**config.mk**
```make
export PLATFORM = sky130hd
export DESIGN_NAME = cordic_vectoring
export DESIGN_NICKNAME = d
export VERILOG_FILES = /design/src/rtl/cordic_vectoring.sv
export SDC_FILE = /design/constraint.sdc
export NUM_CORES = 1
export LEC_CHECK = 0
export ABC_AREA = 1
export BUFFER_PORTS_ARGS = -buffer_cell sky130_fd_sc_hd__buf_2
export CORE_ASPECT_RATIO = 1.4
export CORE_MARGIN = 5
export CORE_UTILIZATION = 30
export DETAILED_ROUTE_END_ITERATION = 8
export PLACE_DENSITY_LB_ADDON = 0.1
export SLEW_MARGIN = 40
export SYNTH_ARGS = -nofsm -noshare
export SYNTH_HDL_FRONTEND = slang
export SYNTH_SLANG_ARGS = --single-unit
export TNS_END_PERCENT = 50
```
**constraint.sdc**
```tcl
create_clock -name clk -period 10.8 [get_ports clk]
set_clock_uncertainty 0.1 [all_clocks]
set_input_delay 0.54 -clock clk [delete_from_list [all_inputs] [get_ports clk]]
set_output_delay 0.54 -clock clk [all_outputs]
set_load 0.005 [all_outputs]
```
**src/rtl/cordic_vectoring.sv**
```systemverilog
// Iterative vectoring CORDIC: Q16.16 (x, y) -> magnitude and atan2 angle; CORDIC_VECT_GAIN_COMP_EN adds a 1/K scale cycle.
// Result after ITERATIONS edges (+1 when scaling); one transaction at a time, result held in DONE until out_ready.
module cordic_vectoring #(
  parameter int ITERATIONS = 16
) (
  input  logic        clk,
  input  logic        rst_n,
  input  logic        in_valid,
  output logic        in_ready,
  input  logic [31:0] x_in,
  input  logic [31:0] y_in,
  output logic        out_valid,
  input  logic        out_ready,
  output logic [31:0] mag,
  output logic [31:0] angle
);

  localparam logic signed [31:0] HALF_PI = 32'sd102944;
  localparam logic [4:0]         LAST    = 5'(ITERATIONS - 1);

`ifdef CORDIC_VECT_GAIN_COMP_EN
  typedef enum logic [1:0] {IDLE, ITER, SCALE, DONE} state_t;
  localparam logic [16:0] KINV = 17'd39797;
  logic signed [50:0] prod;
`else
  typedef enum logic [1:0] {IDLE, ITER, DONE} state_t;
`endif

  state_t             state, state_nxt;
  logic [4:0]         cnt;
  logic signed [33:0] x_r, y_r;
  logic signed [31:0] z_r;
  logic               zero_r;

  logic signed [33:0] x_ext, y_ext, x_pre, y_pre, x_sh, y_sh, x_nxt, y_nxt;
  logic signed [31:0] z_pre, z_nxt;

  function automatic logic signed [31:0] atan_lut(input logic [4:0] i);
    case (i)
      5'd0:    atan_lut = 32'sd51472;
      5'd1:    atan_lut = 32'sd30386;
      5'd2:    atan_lut = 32'sd16055;
      5'd3:    atan_lut = 32'sd8150;
      5'd4:    atan_lut = 32'sd4091;
      5'd5:    atan_lut = 32'sd2047;
      5'd6:    atan_lut = 32'sd1024;
      5'd7:    atan_lut = 32'sd512;
      5'd8:    atan_lut = 32'sd256;
      5'd9:    atan_lut = 32'sd128;
      5'd10:   atan_lut = 32'sd64;
      5'd11:   atan_lut = 32'sd32;
      5'd12:   atan_lut = 32'sd16;
      5'd13:   atan_lut = 32'sd8;
      5'd14:   atan_lut = 32'sd4;
      5'd15:   atan_lut = 32'sd2;
      default: atan_lut = 32'sd0;
    endcase
  endfunction

  function automatic logic [31:0] sat32(input logic signed [34:0] v);
    if (v > 35'sd2147483647) sat32 = 32'h7FFF_FFFF;
    else                     sat32 = v[31:0];
  endfunction

  assign x_ext     = {{2{x_in[31]}}, x_in};
  assign y_ext     = {{2{y_in[31]}}, y_in};
  assign in_ready  = (state == IDLE);
  assign out_valid = (state == DONE);

  // Fold the left half-plane onto the right one; y = 0 on the negative axis goes to +pi.
  always_comb begin
    x_pre = x_ext;
    y_pre = y_ext;
    z_pre = '0;
    if (x_ext[33]) begin
      if (!y_ext[33]) begin
        x_pre = y_ext;
        y_pre = -x_ext;
        z_pre = HALF_PI;
      end else begin
        x_pre = -y_ext;
        y_pre = x_ext;
        z_pre = -HALF_PI;
      end
    end
  end

  always_comb begin
    x_sh = x_r >>> cnt;
    y_sh = y_r >>> cnt;
    if (!y_r[33]) begin
      x_nxt = x_r + y_sh;
      y_nxt = y_r - x_sh;
      z_nxt = z_r + atan_lut(cnt);
    end else begin
      x_nxt = x_r - y_sh;
      y_nxt = y_r + x_sh;
      z_nxt = z_r - atan_lut(cnt);
    end
  end

`ifdef CORDIC_VECT_GAIN_COMP_EN
  // Low 51 bits of the product do not depend on operand signedness.
  assign prod = {{17{x_r[33]}}, x_r} * {34'd0, KINV};
`endif

  always_comb begin
    state_nxt = state;
    case (state)
      IDLE: if (in_valid) state_nxt = ITER;
`ifdef CORDIC_VECT_GAIN_COMP_EN
      ITER:  if (cnt == LAST) state_nxt = SCALE;
      SCALE: state_nxt = DONE;
`else
      ITER:  if (cnt == LAST) state_nxt = DONE;
`endif
      DONE:    if (out_ready) state_nxt = IDLE;
      default: state_nxt = IDLE;
    endcase
  end

  always_ff @(posedge clk or negedge rst_n) begin
    if (!rst_n) begin
      state  <= IDLE;
      cnt    <= '0;
      x_r    <= '0;
      y_r    <= '0;
      z_r    <= '0;
      zero_r <= 1'b0;
      mag    <= '0;
      angle  <= '0;
    end else begin
      state <= state_nxt;
      case (state)
        IDLE: begin
          if (in_valid) begin
            x_r    <= x_pre;
            y_r    <= y_pre;
            z_r    <= z_pre;
            cnt    <= '0;
            zero_r <= (x_in == 32'd0) && (y_in == 32'd0);
          end
        end
        ITER: begin
          x_r <= x_nxt;
          y_r <= y_nxt;
          z_r <= z_nxt;
          cnt <= cnt + 5'd1;
          if (cnt == LAST) begin
            // A zero vector never steers y, so z would sum the whole table.
            angle <= zero_r ? 32'd0 : z_nxt;
`ifndef CORDIC_VECT_GAIN_COMP_EN
            mag   <= sat32({x_nxt[33], x_nxt});
`endif
          end
        end
`ifdef CORDIC_VECT_GAIN_COMP_EN
        SCALE: mag <= sat32(prod[50:16]);
`endif
        default: ;
      endcase
    end
  end

endmodule
```
==> key figures <==
Floorplanning
  – Die Area: 0.0750 mm²
  – Number of core rows: 114
  – Chip width: 233 µm
  – Core area: 0.0690 mm²
  – Initial Util: 30.2%
  – Die Y: 322 µm
  – I/O pin cnt: 134

Worst setup path
  – WP buf/inv: 5
  – Crit path launch type: flop
  – Crit-path max FO: 78
  – Max incr delay on CP: 0.68 ns
  – Arrival time worst endpoint: 6.57 ns
  – R2R depth: 29
  – Worst reg2reg startpoint: cnt[0]
  – Crit path required time: 11.06 ns
  – Worst R2R Setup Slack: 4.50 ns
  – CP max stage cell: buf_4
  – Top delay family on crit path: simple AND/OR/NAND/NOR gates
  – R2r endpoint: mag[0]
  – Crit path capture type: flop
  – Setup Crit Path Kind: flop to flop

STA
  – Sum of negative setup slack: 0 ns
  – Final Max Tran Viols: 0
  – Tmin final: 6.30 ns
  – Rel. slew slack: 46.3%
  – Measured slew at the worst slew-check pin: 0.806 ns
  – RSZ-0062 raised after global routing: false
  – Hold slack: 0.138 ns
  – Max Clk Rate: 159 MHz
  – Hold Violations, Final: 0
  – Final period utilization: 58.4%
  – Setup violators final: 0

Detailed routing
  – DRT antenna net count: 0
  – Wire length per cell: 22.3 µm
  – Routed vias: 22.7k
  – Starting DRT DRC Count: 1,583
  – DRC violation count after routing: 0
  – Total Wirelength: 96.4 mm
  – 1st-pass router iterations: 5
  – Detail-routed via count per cell: 5.26

Place
  – GPL Wtd Cong: 0.936
  – DP HPWL: 77.1 mm
  – IO Port Bufs: 133

Synth
  – Syn. warnings: 0
  – Area leader, netlist: dfrtp_1
  – Synth Register Bits: 172
  – Share of the synthesized area in the top cell type: 20.6%
  – Post-Synthesis Cells: 3,338
  – Ys async rst share: 100%
  – Net Count, Synth: 3,521
  – Main flop type after synthesis: dfrtp_1
  – Avg Inst Size Synth: 6.25 µm²
  – Post-synth cell types: 61
  – Ranking of synthesized cells by area: dfrtp_1 (21%), nand2_1 (16%), nand3_1 (9.5%)
  – EDFF count, synth: 0
  – Seq/Total Area, Yosys: 20.6%
  – Synthesized area: 0.0209 mm²

Clocking
  – CTS root buffer: clkbuf_16
  – Clock buffer depth: 2
  – Clock Latency Late Sink: 0.49 ns
  – CTS resizes: 0
  – CTS tree: done
  – Htree depth: 4
  – CTS buffer count: 17
  – # hold bufs at CTS: 1
  – Clock sinks: 172
  – Clk slew on worst S/H paths: 0.08 ns
  – Setup Buffers After CTS: 0

Global route
  – Initial antenna violation count: 3
  – Largest net degree at the start of global routing: 86
  – Vias in the first global route: 22.6k
  – First-pass GRT wire length: 142 mm
  – Global-route usage over all layers: 25.0%
  – Total gr overflow: 0

Flow run
  – Max-cap viol count: 0

Worst hold path
  – Hold Path End: state[1]
  – Worst Hold Path Cells: 2
  – Hold Crit Class: input pin to flop
  – Hold Crit Start: out_ready

Final layout
  – P&R area growth vs syn: 9.65%
  – Nets: 3,559
  – Share of layout cells above drive strength 1: 10.2%

Outcome
  – Status: finished clean
area by class of cell:
class	instances	area, µm²
Timing Repair Buffer	166	961
Fill cell	7887	46200
Clock buffer	17	425
Sequential cell	172	4310
Inverter	311	1180
Multi-Input combinational cell	2708	14700
Clock inverter	15	170
Tap cell	928	1160
Antenna cell	2	5.00
worst register-to-register path: cells and delay by family (launching register included):
family,cells,cell delay [ns]
AOI/OAI and AO/OA,6,0.89
xor gates and xnor gates,2,0.55
adders and majority gates,2,0.52
buffers and inverters,5,1.25
DFF,1,0.55
and+or+nand+nor,14,2.33
cell families (layout without fill, tap and decap cells):
logic type,after synthesis,count (layout),share of synthesized area (%)
xor gates and xnor gates,148,148,6.21
DFF,172,172,20.6
AOI/OAI and AO/OA,698,698,21.0
adders and majority gates,115,115,7.00
muxes,1,1,0.0480
other,0,2,0
and+or+nand+nor,1746,1746,35.9
buffers and inverters,458,509,9.15
worst max-delay path by stage:
| stage | start | end | cells after the start |
|---|---|---|---|
| 6_report | cnt[0] | mag[0] | 29 |
| 3_5_place_dp | cnt[0] | mag[0] | 29 |
| 3_3_place_gp | cnt[2] | mag[0] | 30 |
| 5_1_grt | cnt[0] | mag[0] | 29 |
| 2_1_floorplan | cnt[1] | z_r[29] | 27 |
| 4_1_cts | cnt[2] | mag[0] | 31 |
state kept, by name, indices dropped and copies added (netlist names):
name    cells
mag        32
y_r        34
cnt         5
state       2
z_r        32
zero_r      1
x_r        34
angle      32
cell usage after synthesis, types with 4 or more instances:
cell,instances
o211ai_1,42
buf_2,35
nand4_1,28
nor2_2,13
a22o_1,5
ha_1,112
nand2_1,909
a31oi_1,16
o21bai_1,12
nand2_2,11
a32o_1,5
nor4_1,13
o21ai_0,239
inv_2,17
a2bb2oi_1,8
o21ai_1,22
o221ai_1,24
a21boi_0,4
buf_4,11
or2_1,4
xnor2_1,47
nor2_1,269
o21a_1,27
nor3_1,39
nand3_1,396
xor2_1,101
clkbuf_1,73
buf_6,7
a21o_1,14
inv_1,291
or2_2,44
nand3_2,11
a221oi_1,4
dfrtp_1,172
o22ai_1,7
a21oi_1,212
o31ai_1,10
buf_1,18
a21oi_4,30
metrics by stage:
step                      setup WS (ns)  instances  area, µm²  util [%]
after detailed placement           4.53       4284      22300      32.3
final                              4.50       4319      22900      33.1
after CTS                          4.49       4317      22900      33.1
after global routing               3.95       4317      22900      33.1
after floorplan                    6.42       3338      20900         -
after global placement             4.38       4281      22200      32.2
per-layer routing:
metal | share of wire [%] | global-route usage, % | up-vias | wire length (µm)
met5 | 0.0073 | 0 | - | 7
met4 | 5.4 | 11.9 | 2 | 5180
li1 | - | - | 11300 | -
met2 | 53 | 47.5 | 544 | 51400
met1 | 38 | 27.7 | 10800 | 37000
met3 | 2.8 | 2.29 | 147 | 2740
cells in the final DEF (no fill, tap or decap), types with 5 or more instances in the layout:
cell type / instances
nor2_2: 13
nand4_1: 28
ha_1: 112
o21ai_1: 25
a31oi_1: 16
o22ai_1: 7
inv_6: 6
inv_2: 19
a22o_1: 5
or2_2: 44
nand3_1: 396
o221ai_1: 24
o31ai_1: 10
buf_2: 132
o211ai_1: 42
xnor2_1: 47
nor4_1: 13
nand2_1: 907
nor2_1: 267
nand2_2: 13
nand3_2: 11
clkbuf_16: 17
xor2_1: 101
a21oi_4: 30
a21oi_1: 212
dfrtp_1: 169
a2bb2oi_1: 8
a32o_1: 5
nor3_1: 39
o21bai_1: 12
buf_4: 27
a21o_1: 14
o21ai_0: 236
inv_1: 286
o21a_1: 27
Power is not shown: default switching activity piles up to over one toggle a cycle in this logic, so the estimate is an artifact.
